[src/rtl/proj_pkgs.sv]
// Shared types for the systolic-array instruction path.
// Opcodes, instruction bundle and arbiter defaults.
package proj_pkgs;

  localparam int LAP_ARB_NREQ  = 2;
  localparam int LAP_ARB_DEPTH = 4;

  typedef enum logic [3:0] {
    OP_NOP   = 4'd0,
    OP_LOAD  = 4'd1,
    OP_MAC   = 4'd2,
    OP_STORE = 4'd3,
    OP_SYNC  = 4'd4
  } opcd_t;

  typedef struct packed {
    opcd_t       opcd;
    logic [11:0] addr;
    logic [7:0]  len;
  } sa_inst_t;

endpackage

[src/rtl/vinst_arb_rr_pick.sv]
// Round-robin picker: first valid at or after ptr.
// Purely combinational, one-hot grant plus index.
module rr_pick #(
  parameter int N  = 2,
  parameter int IW = $clog2(N)
) (
  input  logic [N-1:0]  valid,
  input  logic [IW-1:0] ptr,
  output logic [N-1:0]  grant,
  output logic [IW-1:0] index
);

  logic found;
  int   j;

  // scan N slots starting at ptr, wrapping mod N
  always_comb begin
    grant = '0;
    index = '0;
    found = 1'b0;
    j     = 0;
    for (int k = 0; k < N; k++) begin
      j = int'(ptr) + k;
      if (j >= N) j = j - N;
      if (!found && valid[j]) begin
        found    = 1'b1;
        grant[j] = 1'b1;
        index    = IW'(j);
      end
    end
  end

endmodule

[src/rtl/vinst_arb.sv]
// Instruction arbiter: round-robin grant into an
// issue queue that feeds the array controller.
module vinst_arb
  import proj_pkgs::*;
#(
  parameter int NREQ  = LAP_ARB_NREQ,
  parameter int DEPTH = LAP_ARB_DEPTH
) (
  input  logic                    clk,
  input  logic                    reset,
  input  sa_inst_t                req_inst [NREQ],
  input  logic [NREQ-1:0]         req_valid,
  output logic [NREQ-1:0]         req_ready,
  output sa_inst_t                inst,
  output logic                    iavail,
  input  logic                    ird,
  input  logic                    next,
  output logic [$clog2(NREQ)-1:0] grant_id,
  output logic                    busy,
  output logic                    ird_err
);

  localparam int AW = $clog2(DEPTH);
  localparam int CW = AW + 1;
  localparam int IW = $clog2(NREQ);

  logic [CW-1:0] count;
  logic [CW-1:0] inflight;
  logic [AW-1:0] wr_ptr;
  logic [AW-1:0] rd_ptr;
  logic [IW-1:0] rr_ptr;
  logic [IW-1:0] gidx;
  logic [NREQ-1:0] grant;
  logic          space;
  logic          push;
  logic          pop;

  sa_inst_t      mem_inst [DEPTH];
  logic [IW-1:0] mem_id   [DEPTH];

  rr_pick #(.N(NREQ), .IW(IW)) u_pick (
    .valid (req_valid),
    .ptr   (rr_ptr),
    .grant (grant),
    .index (gidx)
  );

  // ready looks only at registered count, so a
  // same-cycle pop never opens a slot when full
  assign space     = count < CW'(DEPTH);
  assign req_ready = (reset && space) ? grant : '0;
  assign push      = |(req_valid & req_ready);
  assign pop       = ird && (count != '0);

  // queue pointers, occupancy and round-robin pointer
  always_ff @(posedge clk or negedge reset) begin
    if (!reset) begin
      count  <= '0;
      wr_ptr <= '0;
      rd_ptr <= '0;
      rr_ptr <= '0;
    end else begin
      if (push) begin
        wr_ptr <= wr_ptr + 1'b1;
        rr_ptr <= (gidx == IW'(NREQ - 1)) ?
                  '0 : gidx + 1'b1;
      end
      if (pop) rd_ptr <= rd_ptr + 1'b1;
      unique case ({push, pop})
        2'b10:   count <= count + 1'b1;
        2'b01:   count <= count - 1'b1;
        default: count <= count;
      endcase
    end
  end

  // entry storage; cleared so the head is a nop after reset
  always_ff @(posedge clk or negedge reset) begin
    if (!reset) begin
      for (int i = 0; i < DEPTH; i++) begin
        mem_inst[i] <= '0;
        mem_id[i]   <= '0;
      end
    end else if (push) begin
      mem_inst[wr_ptr] <= req_inst[gidx];
      mem_id[wr_ptr]   <= gidx;
    end
  end

  // instructions popped but not yet retired by next
  always_ff @(posedge clk or negedge reset) begin
    if (!reset) begin
      inflight <= '0;
    end else begin
      unique case ({pop, next})
        2'b10: if (inflight != '1)
                 inflight <= inflight + 1'b1;
        2'b01: if (inflight != '0)
                 inflight <= inflight - 1'b1;
        default: inflight <= inflight;
      endcase
    end
  end

  // sticky flag for a pop strobe on an empty queue
  always_ff @(posedge clk or negedge reset) begin
    if (!reset)
      ird_err <= 1'b0;
    else if (ird && (count == '0))
      ird_err <= 1'b1;
  end

  assign iavail   = (count != '0);
  assign busy     = iavail | (inflight != '0);
  assign inst     = mem_inst[rd_ptr];
  assign grant_id = mem_id[rd_ptr];

endmodule

[config.mk]
export PLATFORM = sky130hd
export DESIGN_NAME = vinst_arb
export DESIGN_NICKNAME = d
export VERILOG_FILES = /design/src/rtl/proj_pkgs.sv /design/src/rtl/vinst_arb_rr_pick.sv /design/src/rtl/vinst_arb.sv
export SDC_FILE = /design/constraint.sdc
export NUM_CORES = 1
export LEC_CHECK = 0
export CELL_PAD_IN_SITES_DETAIL_PLACEMENT = 1
export CELL_PAD_IN_SITES_GLOBAL_PLACEMENT = 2
export CORE_MARGIN = 5
export CORE_UTILIZATION = 38
export DETAILED_ROUTE_END_ITERATION = 8
export PLACE_DENSITY = 0.95
export SYNTH_ARGS = -nofsm -noshare
export SYNTH_HDL_FRONTEND = slang
export SYNTH_SLANG_ARGS = --single-unit
[constraint.sdc]
create_clock -name clk -period 3.7 [get_ports clk]
set_input_delay 0.74 -clock clk [delete_from_list [all_inputs] [get_ports clk]]
set_output_delay 0.74 -clock clk [all_outputs]
set_load 0.02 [all_outputs]
==> results.md <==
- Finished Core Util: 0.466
- Top cells by area, synth: dfrtp_1 (50%), a31oi_1 (21%), mux4_2 (10%)
- Nets: just over 600
- Slew HR: 0.291
- Crit path capture: req_ready[1]
- Final hold violation count: 0
- Clock period minus worst slack: between 3 and 4 ns
- Setup ws final: 0.566 ns
- Largest net degree at the start of global routing: 101
- Tot GR Track Use: 0.212
- Clock Pin Slew Worst Setup and Hold Paths: 0.07 ns
- Commonest non-fill, non-tap cell in the layout: a31oi_1
- Routability cong.: 0.777
- CTS Buf Count: 9
- Crit share post-route: 0.847
- Worst EP arrival: 2.39 ns
- DP Cell Count: 730
- Max clock buf depth: 2
- Pwr/cell area: 983 nW/µm²
- Core region area: roughly 15,000 µm²
- Clock sink total: 112
- Clk_lat worst skew: around 0.36 ns
- DR WL/cell: between 20 and 30 µm
- Crit start category: input port
- Post-synth cell types: 31
- Port-buffer cells: a little over 80
- Hold Crit Class: register to register
- # diodes: 0
- Post-Syn Instances: around 510
- Reg-to-reg endpoint: count[2]
- Yosys warning count: 0
- Max VDD drop: around 0.00049 V
- Die area: 17,400 µm²
- Worst Clk Skew: around 0.0077 ns
- Total power: 6.69 mW
- Max Cap Viol: 0
- Rows: 44
- Crit path launch: req_valid[0]
- Total gr overflow: 0
- Setup TNS Final: 0 ns
- Final WL: 18,800 µm
- Synth Cell Area: between 5000 and 6000 µm²
- IO Pins: 84
- Post-synth EDFFs: 0
- Post-CTS Resized: 0
- First-pass GRT wire length: 29,700 µm
- Placed Area: 6510 µm²
- Final non-filler cell total: about 750
- Initial antenna violation count: 0
- Synth-to-layout area growth: 20.3%
- Ys flop type: dfrtp_1
- Worst-margin pin slew: 1.06 ns
- Post-route DRC violation count: 0
- Cell taking the most area after synthesis: dfrtp_1
- Share of layout cells above drive strength 1: 0.119
- Finished Cell Area: between 6000 and 7000 µm²
- Hold Slack: approximately 0.46 ns
- Critical path peak fanout: 5
- Crit end category: output port
- Chip height: roughly 130 µm
- Mean post-synth cell area: 11.2 µm²
- Multi-input logic area: around 2400 µm²
- Top achievable clock speed: 319 MHz
- Reg-to-Reg Start: count[2]
- Vias in the first global route: 5,431
- HPWL after detailed placement: 11,800 µm
- Reg2reg path depth: 9
- RSZ-0062 raised after global routing: no
- Asr flop ratio synth: 1.00
- Most frequent cells in the layout: a31oi_1 (193), dfrtp_1 (111), clkdlybuf4s50_1 (82), o21ai_0 (26), mux4_2 (25)
- Fill cell count: approximately 1,500
- Via count: 4,897
- Clock root cell: clkbuf_16
- Post-Synthesis Net Count: 570
- Antenna-violating nets left: 0
- Area occupied by registers: 2800 µm²
- # Post-CTS Setup Buffers: 0
- Reg2Reg Setup Slack: around 1.4 ns
- Setup violators final: 0
- Crit Path Category: input port to output port
- Pleak: 2.60 nW
- CP required: 2.96 ns
- Vias/cell: 6.56
- Max H-tree Level: 3
- Initial core utilization: 0.388
- Status: finished clean
- Fraction of the yosys area taken by sequential cells: 0.495
- Die W: 132 µm
- Iter 0 DRT Violations: ~470
- Final Max Slew Viols: 0
- Pre-Repair DR Iteration Count: 5
- Hold buffer count at CTS: 0
- CTS tree: done
- Synthesized flop and latch total: 112
- Synth top area share: 0.495
- Dpl ws: 0.381 ns
[worst min-delay path by stage]
stage / depth (start not counted) / slack (ns) / to / startpoint
after floorplan: 0 / 0.44 / count[0] / reset
after global placement: 1 / 0.45 / ird_err / ird_err
after detailed placement: 1 / 0.45 / ird_err / ird_err
after CTS: 1 / 0.46 / ird_err / ird_err
after global routing: 1 / 0.47 / ird_err / ird_err
final: 1 / 0.46 / ird_err / ird_err
[synthesized netlist by cell type (2+ instances only)]
cell       count
a21oi_1        3
a31oi_1      193
and3_1         2
and3_4         3
buf_2         23
buf_4          4
buf_6         10
clkbuf_1      26
dfrtp_1      112
fa_1           2
ha_1           7
inv_1         16
mux4_2        25
nand2_1        6
nand3_1       24
nor2_1         2
nor3_1         2
o21ai_0       26
o2bb2ai_1      3
xnor2_1        4
xor2_1         4
[metal layers]
metal | wire [µm] | global-route usage | part of all wire
met5 | 0 | 0 | 0
met4 | 284 | 0.0509 | 0.015
met3 | 1000 | 0.0477 | 0.053
met2 | 9850 | 0.373 | 0.52
met1 | 7670 | 0.266 | 0.41
[worst max-delay path: stages]
cell and delay [ns]:
clkdlybuf4s50_1 0.48, nand2b_1 0.12, and3_1 0.37, clkdlybuf4s50_1 0.68
[layout make-up]
class | count | area share
clock buffer | 12 | 0.0348
tap | 184 | 0.0338
sequential | 112 | 0.412
multi-input combinational | 316 | 0.360
timing repair buffer | 102 | 0.143
clock inverter | 4 | 0.00809
inverter | 16 | 0.00883
[power by group]
part	switching (mW)	internal (mW)	total (mW)
combinational	1.88	1.57	3.45
sequential	0.395	1.85	2.25
clock	0.460	0.529	0.989
[kinds of logic after synthesis]
logic type      after synthesis  share of synthesized area
compound gates              229                      0.251
flops                       112                      0.495
buf+inv                      79                     0.0734
simple gates                 43                     0.0416
mux                          27                      0.103
fa+ha+maj                     9                     0.0226
xor+xnor                      8                     0.0124
[state kept, by name, summed over array words and instances (netlist names)]
| signal | cells |
|---|---|
| count | 3 |
| inflight | 3 |
| ird_err | 1 |
| mem_id | 4 |
| mem_inst | 96 |
| rd_ptr | 2 |
| rr_ptr | 1 |
| wr_ptr | 2 |
No activity file was read; power rests on OpenSTA's default activity.
